## config.mk

```make
export PLATFORM = sky130hd
export DESIGN_NAME = uart_rx_fifo_param
export DESIGN_NICKNAME = d
export VERILOG_FILES = /design/src/rtl/uart_rx_fifo_param.sv
export SDC_FILE = /design/constraint.sdc
export NUM_CORES = 1
export LEC_CHECK = 0
export BUFFER_PORTS_ARGS = -buffer_cell sky130_fd_sc_hd__buf_4
export CORE_MARGIN = 1
export CORE_UTILIZATION = 56
export DETAILED_ROUTE_END_ITERATION = 8
export PLACE_DENSITY = 0.78
export SKIP_CTS_REPAIR_TIMING = 1
export SLEW_MARGIN = 15
export SYNTH_ARGS = -nofsm -noshare
export SYNTH_HDL_FRONTEND = slang
export SYNTH_SLANG_ARGS = --single-unit
```

## constraint.sdc

```tcl
create_clock -name clk -period 4.3 [get_ports clk]
set_clock_uncertainty 0.05 [all_clocks]
set_input_delay 0.645 -clock clk [delete_from_list [all_inputs] [get_ports clk]]
set_output_delay 0.645 -clock clk [all_outputs]
set_load 0.02 [all_outputs]
```

## src/rtl/uart_rx_fifo_param.sv

```systemverilog
// UART receiver with phase-accumulator sample ticks, 3-sample majority vote,
// configurable frame format, break detection and a tagged ready/valid FIFO.
module uart_rx_fifo_param #(
    parameter int CLOCK_FREQ = 100_000_000,
    parameter int BAUD_RATE  = 115200,
    parameter int OVERSAMPLE = 16,
    parameter int ACC_W      = 24,
    parameter int DATA_BITS  = 8,
    parameter int PARITY     = 0,
    parameter int STOP_BITS  = 1,
    parameter int FIFO_DEPTH = 16
) (
    input  logic                        clk,
    input  logic                        rst_n,
    input  logic                        rx,
    output logic [DATA_BITS-1:0]        m_data,
    output logic                        m_parity_err,
    output logic                        m_frame_err,
    output logic                        m_break,
    output logic                        m_valid,
    input  logic                        m_ready,
    output logic [$clog2(FIFO_DEPTH):0] fifo_level,
    output logic                        overrun,
    input  logic                        clr_overrun,
    output logic                        rx_busy
);
    localparam int PTR_W = $clog2(FIFO_DEPTH);
    localparam int LVL_W = PTR_W + 1;
    localparam int CNT_W = $clog2(OVERSAMPLE);
    localparam int ENT_W = DATA_BITS + 3;
    localparam logic [63:0] INC64 =
        ((64'(BAUD_RATE) * 64'(OVERSAMPLE) << ACC_W) + 64'(CLOCK_FREQ) / 64'd2) / 64'(CLOCK_FREQ);
    localparam logic [ACC_W-1:0] INC       = INC64[ACC_W-1:0];
    localparam logic [CNT_W-1:0] TICK_LO   = CNT_W'(OVERSAMPLE / 2 - 1);
    localparam logic [CNT_W-1:0] TICK_MID  = CNT_W'(OVERSAMPLE / 2);
    localparam logic [CNT_W-1:0] TICK_HI   = CNT_W'(OVERSAMPLE / 2 + 1);
    localparam logic [CNT_W-1:0] TICK_LAST = CNT_W'(OVERSAMPLE - 1);
    localparam logic [3:0]       DATA_LAST = 4'(DATA_BITS - 1);
    localparam logic [3:0]       STOP_LAST = 4'(STOP_BITS - 1);
    localparam logic [LVL_W-1:0] DEPTH     = LVL_W'(FIFO_DEPTH);

    typedef enum logic [2:0] {IDLE, START, DATA, PAR, STOP, BRK_WAIT} state_t;

    state_t               state, state_next;
    logic                 sync1, rx_s, rx_prev;
    logic [1:0]           sync_vld;
    logic                 start_edge;
    logic [ACC_W-1:0]     acc;
    logic [ACC_W:0]       acc_sum;
    logic                 tick, decide, vote;
    logic [CNT_W-1:0]     tick_cnt;
    logic [1:0]           samp;
    logic [3:0]           bit_idx;
    logic [DATA_BITS-1:0] shift;
    logic                 par_err, frm_err, par_zero;
    logic                 push;
    logic [ENT_W-1:0]     push_entry;
    logic [ENT_W-1:0]     mem [FIFO_DEPTH];
    logic [ENT_W-1:0]     head;
    logic [LVL_W-1:0]     wr_cnt, rd_cnt;
    logic                 pop, full, wr_en;

    // sync_vld keeps the reset value of the synchroniser from looking like a real high line
    always_ff @(posedge clk or negedge rst_n) begin
        if (!rst_n) begin
            sync1    <= 1'b1;
            rx_s     <= 1'b1;
            sync_vld <= 2'b00;
            rx_prev  <= 1'b0;
        end else begin
            sync1    <= rx;
            rx_s     <= sync1;
            sync_vld <= {sync_vld[0], 1'b1};
            rx_prev  <= rx_s & sync_vld[1];
        end
    end

    assign start_edge = (state == IDLE) && sync_vld[1] && rx_prev && !rx_s;
    assign acc_sum    = {1'b0, acc} + {1'b0, INC};
    assign tick       = acc_sum[ACC_W];

    always_ff @(posedge clk or negedge rst_n) begin
        if (!rst_n) begin
            acc      <= '0;
            tick_cnt <= '0;
            samp     <= 2'b11;
        end else if (start_edge) begin
            acc      <= '0;
            tick_cnt <= '0;
        end else begin
            acc <= acc_sum[ACC_W-1:0];
            if (tick && state != IDLE && state != BRK_WAIT) begin
                tick_cnt <= (tick_cnt == TICK_LAST) ? '0 : tick_cnt + CNT_W'(1);
                if (tick_cnt == TICK_LO)  samp[0] <= rx_s;
                if (tick_cnt == TICK_MID) samp[1] <= rx_s;
            end
        end
    end

    assign vote   = (samp[0] & samp[1]) | (samp[0] & rx_s) | (samp[1] & rx_s);
    assign decide = tick && (tick_cnt == TICK_HI) && (state inside {START, DATA, PAR, STOP});

    always_ff @(posedge clk or negedge rst_n) begin
        if (!rst_n) state <= IDLE;
        else        state <= state_next;
    end

    // Frames complete at the mid-bit decision of the last stop bit, so push happens there
    always_comb begin
        state_next = state;
        push       = 1'b0;
        push_entry = {1'b0, frm_err | ~vote, par_err, shift};
        case (state)
            IDLE:     if (start_edge) state_next = START;
            START:    if (decide) state_next = vote ? IDLE : DATA;
            DATA:     if (decide && bit_idx == DATA_LAST) state_next = (PARITY != 0) ? PAR : STOP;
            PAR:      if (decide) state_next = STOP;
            STOP: begin
                if (decide) begin
                    if (bit_idx == 4'd0 && !vote && shift == '0 && par_zero) begin
                        push       = 1'b1;
                        push_entry = {1'b1, 1'b1, 1'b0, {DATA_BITS{1'b0}}};
                        state_next = BRK_WAIT;
                    end else if (bit_idx == STOP_LAST) begin
                        push       = 1'b1;
                        state_next = IDLE;
                    end
                end
            end
            BRK_WAIT: if (rx_s) state_next = IDLE;
            default:  state_next = IDLE;
        endcase
    end

    always_ff @(posedge clk or negedge rst_n) begin
        if (!rst_n) begin
            bit_idx  <= '0;
            shift    <= '0;
            par_err  <= 1'b0;
            frm_err  <= 1'b0;
            par_zero <= 1'b1;
        end else if (decide) begin
            case (state)
                START: begin
                    bit_idx  <= '0;
                    par_err  <= 1'b0;
                    frm_err  <= 1'b0;
                    par_zero <= 1'b1;
                end
                DATA: begin
                    shift   <= {vote, shift[DATA_BITS-1:1]};
                    bit_idx <= (bit_idx == DATA_LAST) ? 4'd0 : bit_idx + 4'd1;
                end
                PAR: begin
                    par_err  <= (PARITY == 1) ? (vote == ^shift) : (vote != ^shift);
                    par_zero <= ~vote;
                end
                STOP: begin
                    frm_err <= frm_err | ~vote;
                    bit_idx <= bit_idx + 4'd1;
                end
                default: ;
            endcase
        end
    end

    assign fifo_level = wr_cnt - rd_cnt;
    assign m_valid    = (fifo_level != '0);
    assign pop        = m_valid && m_ready;
    assign full       = (fifo_level == DEPTH);
    assign wr_en      = push && (!full || pop);

    // A set of overrun in the same cycle as clr_overrun takes priority
    always_ff @(posedge clk or negedge rst_n) begin
        if (!rst_n) begin
            wr_cnt  <= '0;
            rd_cnt  <= '0;
            overrun <= 1'b0;
        end else begin
            if (wr_en) wr_cnt <= wr_cnt + LVL_W'(1);
            if (pop)   rd_cnt <= rd_cnt + LVL_W'(1);
            if (push && full && !pop) overrun <= 1'b1;
            else if (clr_overrun)     overrun <= 1'b0;
        end
    end

    always_ff @(posedge clk) begin
        if (wr_en) mem[wr_cnt[PTR_W-1:0]] <= push_entry;
    end

    assign head = mem[rd_cnt[PTR_W-1:0]];
    assign {m_break, m_frame_err, m_parity_err, m_data} = m_valid ? head : '0;
    assign rx_busy = (state != IDLE);
endmodule

```

# After elaboration in Yosys (flattened, before gate mapping)
# Memories as Yosys holds them, arrays and structs flattened.
# Cells that the tools add are included.
# classes
addsub	6
n_eq_ne	20
n_mux	31
bitwise	9
reduce_logical	39
# op_table
op	count
11-bit 2-to-1 mux	4
24-bit by 19-bit adder with 25-bit output (second input constant)	1
24-bit 2-to-1 mux	1
3-bit 2-to-1 mux	8
3-bit case mux with 6 select lines	1
4-bit 2-to-1 mux	4
1-bit logical AND	15
4-bit equality test (second input constant)	3
4-bit case mux with 3 select lines	1
5-bit by 1-bit adder with 5-bit output (second input constant)	2
2-bit inequality test (second input constant)	5
4-bit by 1-bit adder with 4-bit output (second input constant)	2
4-bit by 3-bit equality test with 1-bit output (second input constant)	2
8-bit zero test	1
1-bit 2-to-1 mux	8
2-bit AND reduction	4
2-bit nonzero test	4
8-bit XOR reduction	1
7-bit AND reduction	1
3-bit by 2-bit equality test with 1-bit output (second input constant)	2
3-bit equality test (second input constant)	2
1-bit case mux with 2 select lines	3
3-bit AND reduction	2
3-bit nonzero test	2
other kinds (17)	26
# word_totals
regBits	64
ramBits	176
output_inout_bits	19
wordCells	123
n_memories	1
# mem_list
name	words	width	read_ports	rd_ports_with_merged_regs	wr	line	text
mem	16	11	1	0	1	58	logic [ENT_W-1:0] mem [FIFO_DEPTH];

# Longest topological paths before layout
# Gate-level depths: netlist of the first run.
# depth
depth_word	13
mapped_depth	11
mapped_depth_nobuf	11

# Worst setup path before layout of the first run
# Ideal clock, no wire load.
# synth_path
kind	register to register
startpoint	reg rd_cnt[1]
endpoint	mem mem[1][0] in the netlist's numbering (enable)
setup_ps	408
arrival_ps	3860
setup_slack_ps	-18
stages_incl_launch_ff	11
cell_sequence	dfrtp_1 -> clkbuf_1 -> buf_1 -> inv_1 -> fa_1 -> xor2_1 -> nor4b_1 -> mux2i_2 -> nor3_1 -> nor4_4 -> nor4bb_1
# synth_via
elab_chain_cells	7
# synth_rtl
item	line	text
start: declaration	60	logic [LVL_W-1:0] wr_cnt, rd_cnt;
start signal: assignment	181	if (pop) rd_cnt <= rd_cnt + LVL_W'(1);
5-bit subtractor (*)	167	assign fifo_level = wr_cnt - rd_cnt;
net fifo_level[2]	22	output logic [$clog2(FIFO_DEPTH):0] fifo_level,
5-bit equality test / 5-bit nonzero test (equally long branches)	170, 168	
1-bit zero test / 1-bit logical AND (equally long branches)	171, 169	
1-bit logical OR (*)	171	assign wr_en = push && (!full || pop);
1-bit logical AND (*)	171	
1-bit 2-to-1 mux (*)	188	if (wr_en) mem[wr_cnt[PTR_W-1:0]] <= push_entry;
1-bit 2-to-1 mux (not written as such) (*)	188	
end: declaration	58	
# The timed path passes the listed nets; every way through them passes the cells marked *.

# Final worst setup path of the first run
# layout_path
startpoint	reg wr_cnt[0]
endpoint	out m_data[2]
# layout_via
elab_chain_cells	3
# layout_rtl
item	line	text
start: declaration	60	
start signal: assignment	180	if (wr_en) wr_cnt <= wr_cnt + LVL_W'(1);
5-bit subtractor	167	
5-bit nonzero test	168	assign m_valid = (fifo_level != '0);
11-bit 2-to-1 mux	192	assign {m_break, m_frame_err, m_parity_err, m_data} = m_valid ? head : '0;
end: declaration	16	output logic [DATA_BITS-1:0] m_data,
# Every way passes these cells.

==> results.toml, run 1 <==
[detailed_routing]
routed_wirelength_um = 21330
vias = 5713
routedWlPerCell_um = 22.99
drtIter0Drc = 410
viasPerCell = 6.156
drc_errors = 0
first_pass_iters = 5
antenna_left = 0

[worst_setup_path]
worstPathCellList = "inv_1, ha_1, inv_1, fa_1, a21o_1, a21oi_1, xor2_1, inv_2, nor2_1, buf_4, nor2b_1, buf_4"
startpoint_type = "flop"
r2r_end = "mem[10][6]"
worst-r2r-cell-count = 10
rrSetupSlack_ns = 0.50
r2r_start = "wr_cnt[0]"
max_stage_delay_ns = 0.44
slowest_stage = "dfrtp_1"
worstPathRequired_ns = 3.61
critical_path_arrival_ns = 3.22
worst-path-max-fanout = 15
end_kind = "primary output"
critPathKind = "flop to primary output"

[global_route]
grt-ovfl-total = 0
grt_pass1_vias = 5941
grt_antenna_before_repair = 0
grt_util_all_layers_pct = 23.37
grt_first_pass_wirelength_um = 33890
grt_max_degree = 64

[pwr]
power_mw = 6.216
p_leak_nw = 4.565
pwr_density_cell_mw_per_mm2 = 532.1
peakVddDrop_v = 0.0004684

[clock_tree]
clk_latency_ns = 0.52
clkSlewWorstSetupHoldPaths_ns = 0.06
clkSinkCount = 239
htreeDepth = 1
tritoncts = "yes"
cts_made_buffers = 25
cts_buffer_depth = 3
cts_root_buffer = "clkbuf_16"

[floorplanning]
die_x_um = 138.6
core_region_area_mm2 = 0.01815
io_pins = 24
die_y_um = 138.6
dieArea_mm2 = 0.01922
rows = 49
start_util_pct = 57.60

[layout]
nets = 705
fin_area_mm2 = 0.01168
final_util_pct = 64.37
num_antenna_cells = 0
layout-drive-gt1-share_pct = 24.18
syn_to_final_growth_pct = 11.74

[timing]
final_hold_viol_count = 0
rsz0062_at_grt = "false"
timing_worst_slew_pin_value_ns = 1.175
relSlewSlack_pct = 21.39
final.setup.tns_ns = 0
finalSetupViolCount = 0
max_freq_mhz = 255.6
min_period_ns = 3.912
slew_viol_final = 0
fin_crit_sh_pct = 90.98
setup_slack_ns = 0.3879

[synth]
yosysTopAreaCellShare_pct = 50.56
yosys-top-cells-count = "176 x edfxtp_1, 58 x dfrtp_1, 55 x mux4_2"
synth_cell_types = 74
synth_nets = 666
synth_warnings = 0
synth-edff-count = 176
netlist_instances = 641
async_reset_ff_share_pct = 26.36
synthesis.area_mm2 = 0.01045
synth_area_leaders = "edfxtp_1 51%, dfrtp_1 14%, mux4_2 12%, ha_1 2.3%, nor2_1 1.6%"
avgSynthCellArea_um2 = 16.31
ys_seq_area_share_pct = 65.70
ys_seq_elements = 239
yosysTopAreaCell = "edfxtp_1"
synth_most_common_cell = "edfxtp_1"
synth_flop_cell = "edfxtp_1"

[worst_hold_path]
hold_path_class = "input port to async pin"

[placed_design]
port_buffers = 23
hpwl_um = 13770
gp_congestion = 0.8465
dpl-instance-area_mm2 = 0.01092
place_ws_ns = 0.5799

[flow_run]
cap_violations = 0

[outcome]
status = "finished, final reports clean"
==> sequential cells by signal, indices dropped and copies added (netlist names) <==
register,flops
rx_prev,1
sync_vld,2
shift,8
samp,2
overrun,1
par_err,1
wr_cnt,5
mem,176
tick_cnt,4
sync1,1
rd_cnt,5
bit_idx,4
rx_s,1
acc,23
state,3
par_zero,1
frm_err,1
==> per-stage QoR <==
| step | std cells | hold slack (ns) |
|---|---|---|
| 3_5_place_dp | 882 | 0.2847 |
| 6_report | 928 | 0.1579 |
| 5_1_grt | 928 | 0.1727 |
| 3_3_place_gp | 882 | 0.2833 |
| 4_1_cts | 928 | 0.1699 |
| 2_1_floorplan | 641 | 0.2812 |
==> worst max path at each step <==
| stage | start | endpoint | slack [ns] |
|---|---|---|---|
| 6_report | wr_cnt[0] | m_data[2] | 0.39 |
| 3_5_place_dp | wr_cnt[0] | mem[11][6] | 0.58 |
| 4_1_cts | wr_cnt[0] | m_data[2] | 0.37 |
| 3_3_place_gp | wr_cnt[0] | mem[7][4] | 0.73 |
| 2_1_floorplan | rd_cnt[1] | mem[3][0] | 0.26 |
| 5_1_grt | wr_cnt[0] | m_data[2] | 0.12 |
==> cells by family (layout without fill, tap and decap cells) <==
kind of cell | Yosys count | after routing | share of synthesized area (%)
xor+xnor | 32 | 32 | 2.681
mux | 70 | 70 | 13.37
other cells | 1 | 1 | 0.03587
buf+inv | 57 | 115 | 2.262
fa+ha+maj | 21 | 21 | 2.561
simple gates | 166 | 166 | 9.611
compound gates | 55 | 55 | 3.782
flops | 239 | 239 | 65.70
==> worst max-delay path: cells and delay by family, from the launching register on <==
family                   cells  cell delay, ns
buffers and inverters        5            0.73
adder cells (fa/ha/maj)      2            0.60
flip-flops                   1            0.44
XOR/XNOR                     1            0.32
AND/OR/NAND/NOR              2            0.24
AO/OA/AOI/OAI                2            0.37
==> metal layers <==
metal / vias to the layer above / GRT usage [%] / routed length (um)
met1: 2970 / 30.95 / 8605
met2: 157 / 40.88 / 11270
met3: 36 / 3.280 / 909
met5: - / 0 / 0
li1: 2550 / - / -
met4: 0 / 6.433 / 549
==> layout by cell type (no fill, tap or decap), types with 6 or more instances in the layout <==
| master | synthesis | layout |
|---|---|---|
| edfxtp_1 | 176 | 176 |
| dfrtp_1 | 58 | 56 |
| mux4_2 | 55 | 55 |
| nor2_1 | 45 | 45 |
| buf_4 | 0 | 39 |
| nand2_1 | 31 | 31 |
| inv_1 | 27 | 27 |
| clkbuf_16 | 0 | 25 |
| ha_1 | 19 | 19 |
| xor2_1 | 17 | 17 |
| xnor2_1 | 15 | 15 |
| a21oi_1 | 14 | 14 |
| nor2b_1 | 13 | 13 |
| nand3_1 | 11 | 11 |
| nor3_1 | 10 | 10 |
| and4b_1 | 10 | 10 |
| mux2i_1 | 10 | 10 |
| clkinv_2 | 0 | 9 |
| o21ai_1 | 6 | 6 |
==> where the power goes <==
group          switching, mW  total (mW)  internal (mW)
combinational          0.814        1.44          0.629
clock                  0.867        2.00           1.14
sequential             0.170        2.77           2.60
total                   1.85        6.22           4.37
==> cell type report <==
class                   count  area (um^2)
clock inverters            16        118.9
inverters                  30        112.6
multi-input cells         345         3356
clock buffers              30        644.4
flip-flops and latches    239         6870
repair buffers             39        292.8
fillers                  1212         6466
well taps                 229        286.5
No activity file was read; power rests on OpenSTA's default activity.
==> inputs of run 2 (changes only) <==
Settings changed: ABC_AREA set to 1.
==> run 2 against run 1 <==
- design area increased by 2.6%
- setup slack improved by 0.063 ns
- largest cell class unchanged
- largest power group unchanged
- critical endpoint is now m_data[7]
- clock power increased by 5%
==> results.toml, run 2 <==
[global_route]
grt_max_degree = 65
grt_first_pass_wirelength_um = 38400
grt_util_all_layers_pct = 25.27
grt-ovfl-total = 0
grt_antenna_before_repair = 0
grt_pass1_vias = 7256

[detailed_routing]
vias = 7484
first_pass_iters = 5
routedWlPerCell_um = 18.36
drtIter0Drc = 782
viasPerCell = 5.757
antenna_left = 0
drc_errors = 0
routed_wirelength_um = 23860

[floorplanning]
io_pins = 24
die_x_um = 140.5
core_region_area_mm2 = 0.01877
die_y_um = 140.5
start_util_pct = 57.21
rows = 50
dieArea_mm2 = 0.01973

[synth]
synth_cell_types = 44
avgSynthCellArea_um2 = 10.52
synth-edff-count = 176
synthesis.area_mm2 = 0.01074
synth_nets = 1046
async_reset_ff_share_pct = 26.36
yosysTopAreaCell = "edfxtp_1"
synth_flop_cell = "edfxtp_1"
synth_xor_area_share_pct = 1.468
netlist_instances = 1021
synth_most_common_cell = "nand2_1"
synth-simple-area-share_pct = 17.32
synthMuxAreaShare_pct = 0
yosys-top-cells-count = "259 x nand2_1, 176 x edfxtp_1, 89 x a21oi_1"
synth_compound_area_share_pct = 9.939
synth_top_family_by_area = "simple AND/OR/NAND/NOR gates"
ys_seq_area_share_pct = 63.96
synth_area_leaders = "edfxtp_1 49%, dfrtp_1 14%, nand2_1 9.1%, a21oi_1 4.1%, inv_1 2.4%"
ys_seq_elements = 239
synth_warnings = 0
synth_fa_ha_area_share_pct = 2.505
yosysTopAreaCellShare_pct = 49.22

[pwr]
p_comb_share_pct = 34.2
power_mw = 7.531
power_frac_seq_pct = 37.9
p_clk_share_pct = 27.8
p_int_mw = 4.719
swShare_pct = 37.34
peakVddDrop_v = 0.0004504
p_switching_mw = 2.812
pwr_density_cell_mw_per_mm2 = 628.4
p_leak_nw = 4.979

[layout]
num_antenna_cells = 0
fillers = 1463
final_util_pct = 63.86
syn_to_final_growth_pct = 11.62
layout-drive-gt1-share_pct = 11.82
nets = 1073
final_common_cell = "nand2_1"
fin_area_mm2 = 0.01199
largest_reg_flops = 176
layout_common_cells = "259 x nand2_1, 176 x edfxtp_1, 89 x a21oi_1"

[flow_run]
cap_violations = 0

[timing]
finalSetupViolCount = 0
relSlewSlack_pct = 38.70
slew_viol_final = 0
min_period_ns = 3.849
final_hold_viol_count = 0
max_freq_mhz = 259.8
final.setup.tns_ns = 0
timing_worst_slew_pin_value_ns = 0.9145
fin_crit_sh_pct = 89.52
hold_slack_ns = 0.1668
rsz0062_at_grt = "false"

[clock_tree]
tritoncts = "yes"
clkSinkCount = 239
cts_made_buffers = 24
cts_buffer_depth = 3
htreeDepth = 1
clkSlewWorstSetupHoldPaths_ns = 0.06
cts_root_buffer = "clkbuf_16"
clk_latency_ns = 0.52

[worst_setup_path]
slowest_stage = "dfrtp_2"
worst-path-buf-inv = 2
worst-path-max-fanout = 64
max_stage_delay_ns = 0.73
end_kind = "primary output"
critPathKind = "flop to primary output"
cpMostUsedCell = "nand2_1"
worst-r2r-cell-count = 10
cp_top_family = "buffers and inverters"
worstPathRequired_ns = 3.61
worst-path-stages = 8
worstPathCellList = "buf_4, nand2_1, nand2_1, a21oi_1, o311ai_0, nand2_1, nor2_1, buf_4"
critical_path_arrival_ns = 3.15
startpoint_type = "flop"

[placed_design]
dpl-instance-area_mm2 = 0.01120
hpwl_um = 15160
port_buffers = 23
gp_congestion = 0.9327

[worst_hold_path]
hold_path_class = "input port to async pin"

[outcome]
status = "finished, final reports clean"
-- run 2: cell families after synthesis --
group / after synthesis
AND/OR/NAND/NOR: 430
flip-flops: 239
AO/OA/AOI/OAI: 183
buffers and inverters: 129
adder cells (fa/ha/maj): 21
XOR/XNOR: 18
other: 1
-- run 2: stage by stage --
stage,worst slack (ns),instances
6_report,0.4506,1300
5_1_grt,0.2323,1300
4_1_cts,0.5329,1300
3_5_place_dp,0.8041,1256
3_3_place_gp,0.9702,1256
2_1_floorplan,0.6907,1021
-- run 2: final cells by class --
type / count / area, um^2 / share of cell area, %
inverter: 87 / 326.6 / 2.725
sequential: 239 / 6869 / 57.31
multi-input combinational: 653 / 3377 / 28.18
clock buffer: 30 / 644.4 / 5.376
clock inverter: 14 / 140.1 / 1.169
tap: 234 / 292.8 / 2.443
timing repair buffer: 43 / 335.3 / 2.798
-- run 2: power groups by stage --
stage / Sequential [mW] / Combinational (mW) / Clock (mW)
floorplan: 2.77 / 1.89 / 0
global placement: 2.89 / 2.48 / 0
detailed placement: 2.90 / 2.54 / 0
CTS: 2.85 / 2.56 / 2.12
global route: 2.88 / 2.88 / 2.21
finish: 2.86 / 2.58 / 2.10
-- run 2: routing by layer --
| metal | share of wire (%) | track usage [%] | wire, um |
|---|---|---|---|
| met5 | 0 | 0 | 0 |
| met4 | 3.1 | 8.009 | 750 |
| met3 | 7.2 | 4.137 | 1712 |
| met2 | 47 | 41.66 | 11310 |
| met1 | 42 | 34.61 | 10090 |
-- run 2: worst reg2reg max path, delay by kind of cell (launching register included) --
family / cells / cell delay, ns
XOR/XNOR: 1 / 0.23
adder cells (fa/ha/maj): 2 / 0.65
buffers and inverters: 1 / 0.07
flip-flops: 1 / 0.73
AND/OR/NAND/NOR: 6 / 1.39
-- run 2: final timing paths --
check                             from     endpoint  slack, ns
max                          rd_cnt[0]    m_data[7]       0.45
min                              rst_n  tick_cnt[3]       0.17
max reg2reg                  rd_cnt[0]   mem[8][10]       0.81
min reg2reg                sync_vld[0]  sync_vld[1]       0.31
max in group asynchronous        rst_n    rd_cnt[0]       3.42
min in group clk                    rx        sync1       0.19
==> inputs of run 3 (changes only) <==
Settings changed: CORE_ASPECT_RATIO set to 1.1.
==> run 3 against run 2 <==
- die area barely moved
- hold slack improved by 0.0020 ns
- largest cell class unchanged
- critical endpoint is now m_parity_err
- via count shrank 0.67%
- critical path depth rose by 1
- cell count shrank 0.15%
- sequential share of layout area rose by 0.19 points
- design area fell by 0.32%
- critical path type unchanged
==> results.toml, run 3 (synthesis results as in run 2) <==
[global_route]
grt_max_degree = 64
grt_antenna_before_repair = 0
grt-ovfl-total = 0
grt_util_all_layers_pct = 25.24
grt_pass1_vias = 7185
grt_first_pass_wirelength_um = 38230

[clock_tree]
cts_root_buffer = "clkbuf_16"
cts_buffer_depth = 3
cts_made_buffers = 24
clk_latency_ns = 0.51
clkSlewWorstSetupHoldPaths_ns = 0.06
tritoncts = "yes"
clkSinkCount = 239
htreeDepth = 1

[floorplanning]
die_x_um = 134.0
die_y_um = 147.2
dieArea_mm2 = 0.01973
start_util_pct = 57.71
rows = 52
core_region_area_mm2 = 0.01861
io_pins = 24

[worst_setup_path]
max_stage_delay_ns = 0.74
startpoint_type = "flop"
critical_path_arrival_ns = 3.43
worstPathCellList = "ha_1, inv_1, fa_1, xor2_1, nor2_1, nand4_1, nor2_1, nor3_1, buf_4"
cpMostUsedCell = "nor2_1"
cp_top_family = "simple AND/OR/NAND/NOR gates"
worst-path-buf-inv = 2
critPathKind = "flop to primary output"
slowest_stage = "nor2_1"
r2r_start = "rd_cnt[0]"
r2r_end = "mem[4][10]"
worstPathRequired_ns = 3.61
worst-r2r-cell-count = 10
end_kind = "primary output"
worst-path-max-fanout = 27
rrSetupSlack_ns = 0.66

[detailed_routing]
viasPerCell = 5.727
routed_wirelength_um = 24100
drtIter0Drc = 814
routedWlPerCell_um = 18.57
first_pass_iters = 5
drc_errors = 0
vias = 7434
antenna_left = 0

[layout]
syn_to_final_growth_pct = 11.26
nets = 1063
final_common_cell = "nand2_1"
num_antenna_cells = 0
fin_cells = 1298
layout-drive-gt1-share_pct = 12.80
seq_area_mm2 = 0.006869
multi_input_area_mm2 = 0.003437
layout_common_cells = "259 x nand2_1, 176 x edfxtp_1, 89 x a21oi_1"
fillers = 1437
largest_reg_flops = 176

[timing]
rsz0062_at_grt = "false"
hold_slack_ns = 0.1687
finalSetupViolCount = 0
min_period_ns = 4.121
final_hold_viol_count = 0
slew_viol_final = 0
timing_worst_slew_pin_value_ns = 0.9694
fin_crit_sh_pct = 95.83
max_freq_mhz = 242.7
final.setup.tns_ns = 0
relSlewSlack_pct = 35.13

[placed_design]
dp_cells = 1255
port_buffers = 23
gp_congestion = 0.9166
hpwl_um = 15770

[pwr]
power_mw = 7.438
p_leak_nw = 4.920
peakVddDrop_v = 0.0004433
pwr_density_cell_mw_per_mm2 = 622.6

[outcome]
status = "finished, final reports clean"

[worst_hold_path]
hold_path_class = "input port to async pin"

[flow_run]
cap_violations = 0
## run 3: routing by layer
layer / up-vias / global-route usage (%) / wire length (um)
met5: - / 0 / 0
met1: 3546 / 34.45 / 10170
li1: 3552 / - / -
met3: 48 / 4.658 / 1930
met4: 0 / 8.371 / 659
met2: 288 / 41.01 / 11340
## run 3: cell type report
| class | count | area share [%] |
|---|---|---|
| clock buffer | 29 | 5.530 |
| clock inverter | 14 | 0.8483 |
| inverter | 87 | 2.734 |
| multi-input combinational | 653 | 28.77 |
| sequential | 239 | 57.50 |
| tap | 243 | 2.545 |
| timing repair buffer | 33 | 2.074 |
## run 3: power by group
part	internal (mW)	switching, mW
clock network	1.15	0.842
registers	2.62	0.228
logic	0.859	1.74
total	4.63	2.81
## run 3: worst max path at each step
stage / from / end / depth (start not counted)
3_5_place_dp: rd_cnt[0] / m_parity_err / 9
2_1_floorplan: rd_cnt[1] / mem[12][0] / 13
3_3_place_gp: rd_cnt[2] / mem[5][3] / 9
4_1_cts: rd_cnt[0] / m_parity_err / 9
6_report: rd_cnt[0] / m_parity_err / 9
5_1_grt: rd_cnt[0] / m_parity_err / 9
## run 3: stage by stage
step                worst slack (ns)  utilization [%]  instance area (um^2)
detailed placement            0.7501            60.11                 11180
global route                 0.03491            64.20                 11950
global placement              0.8805            60.11                 11180
CTS                           0.2143            64.20                 11950
floorplan                     0.6907                -                 10740
finish                        0.1793            64.20                 11950
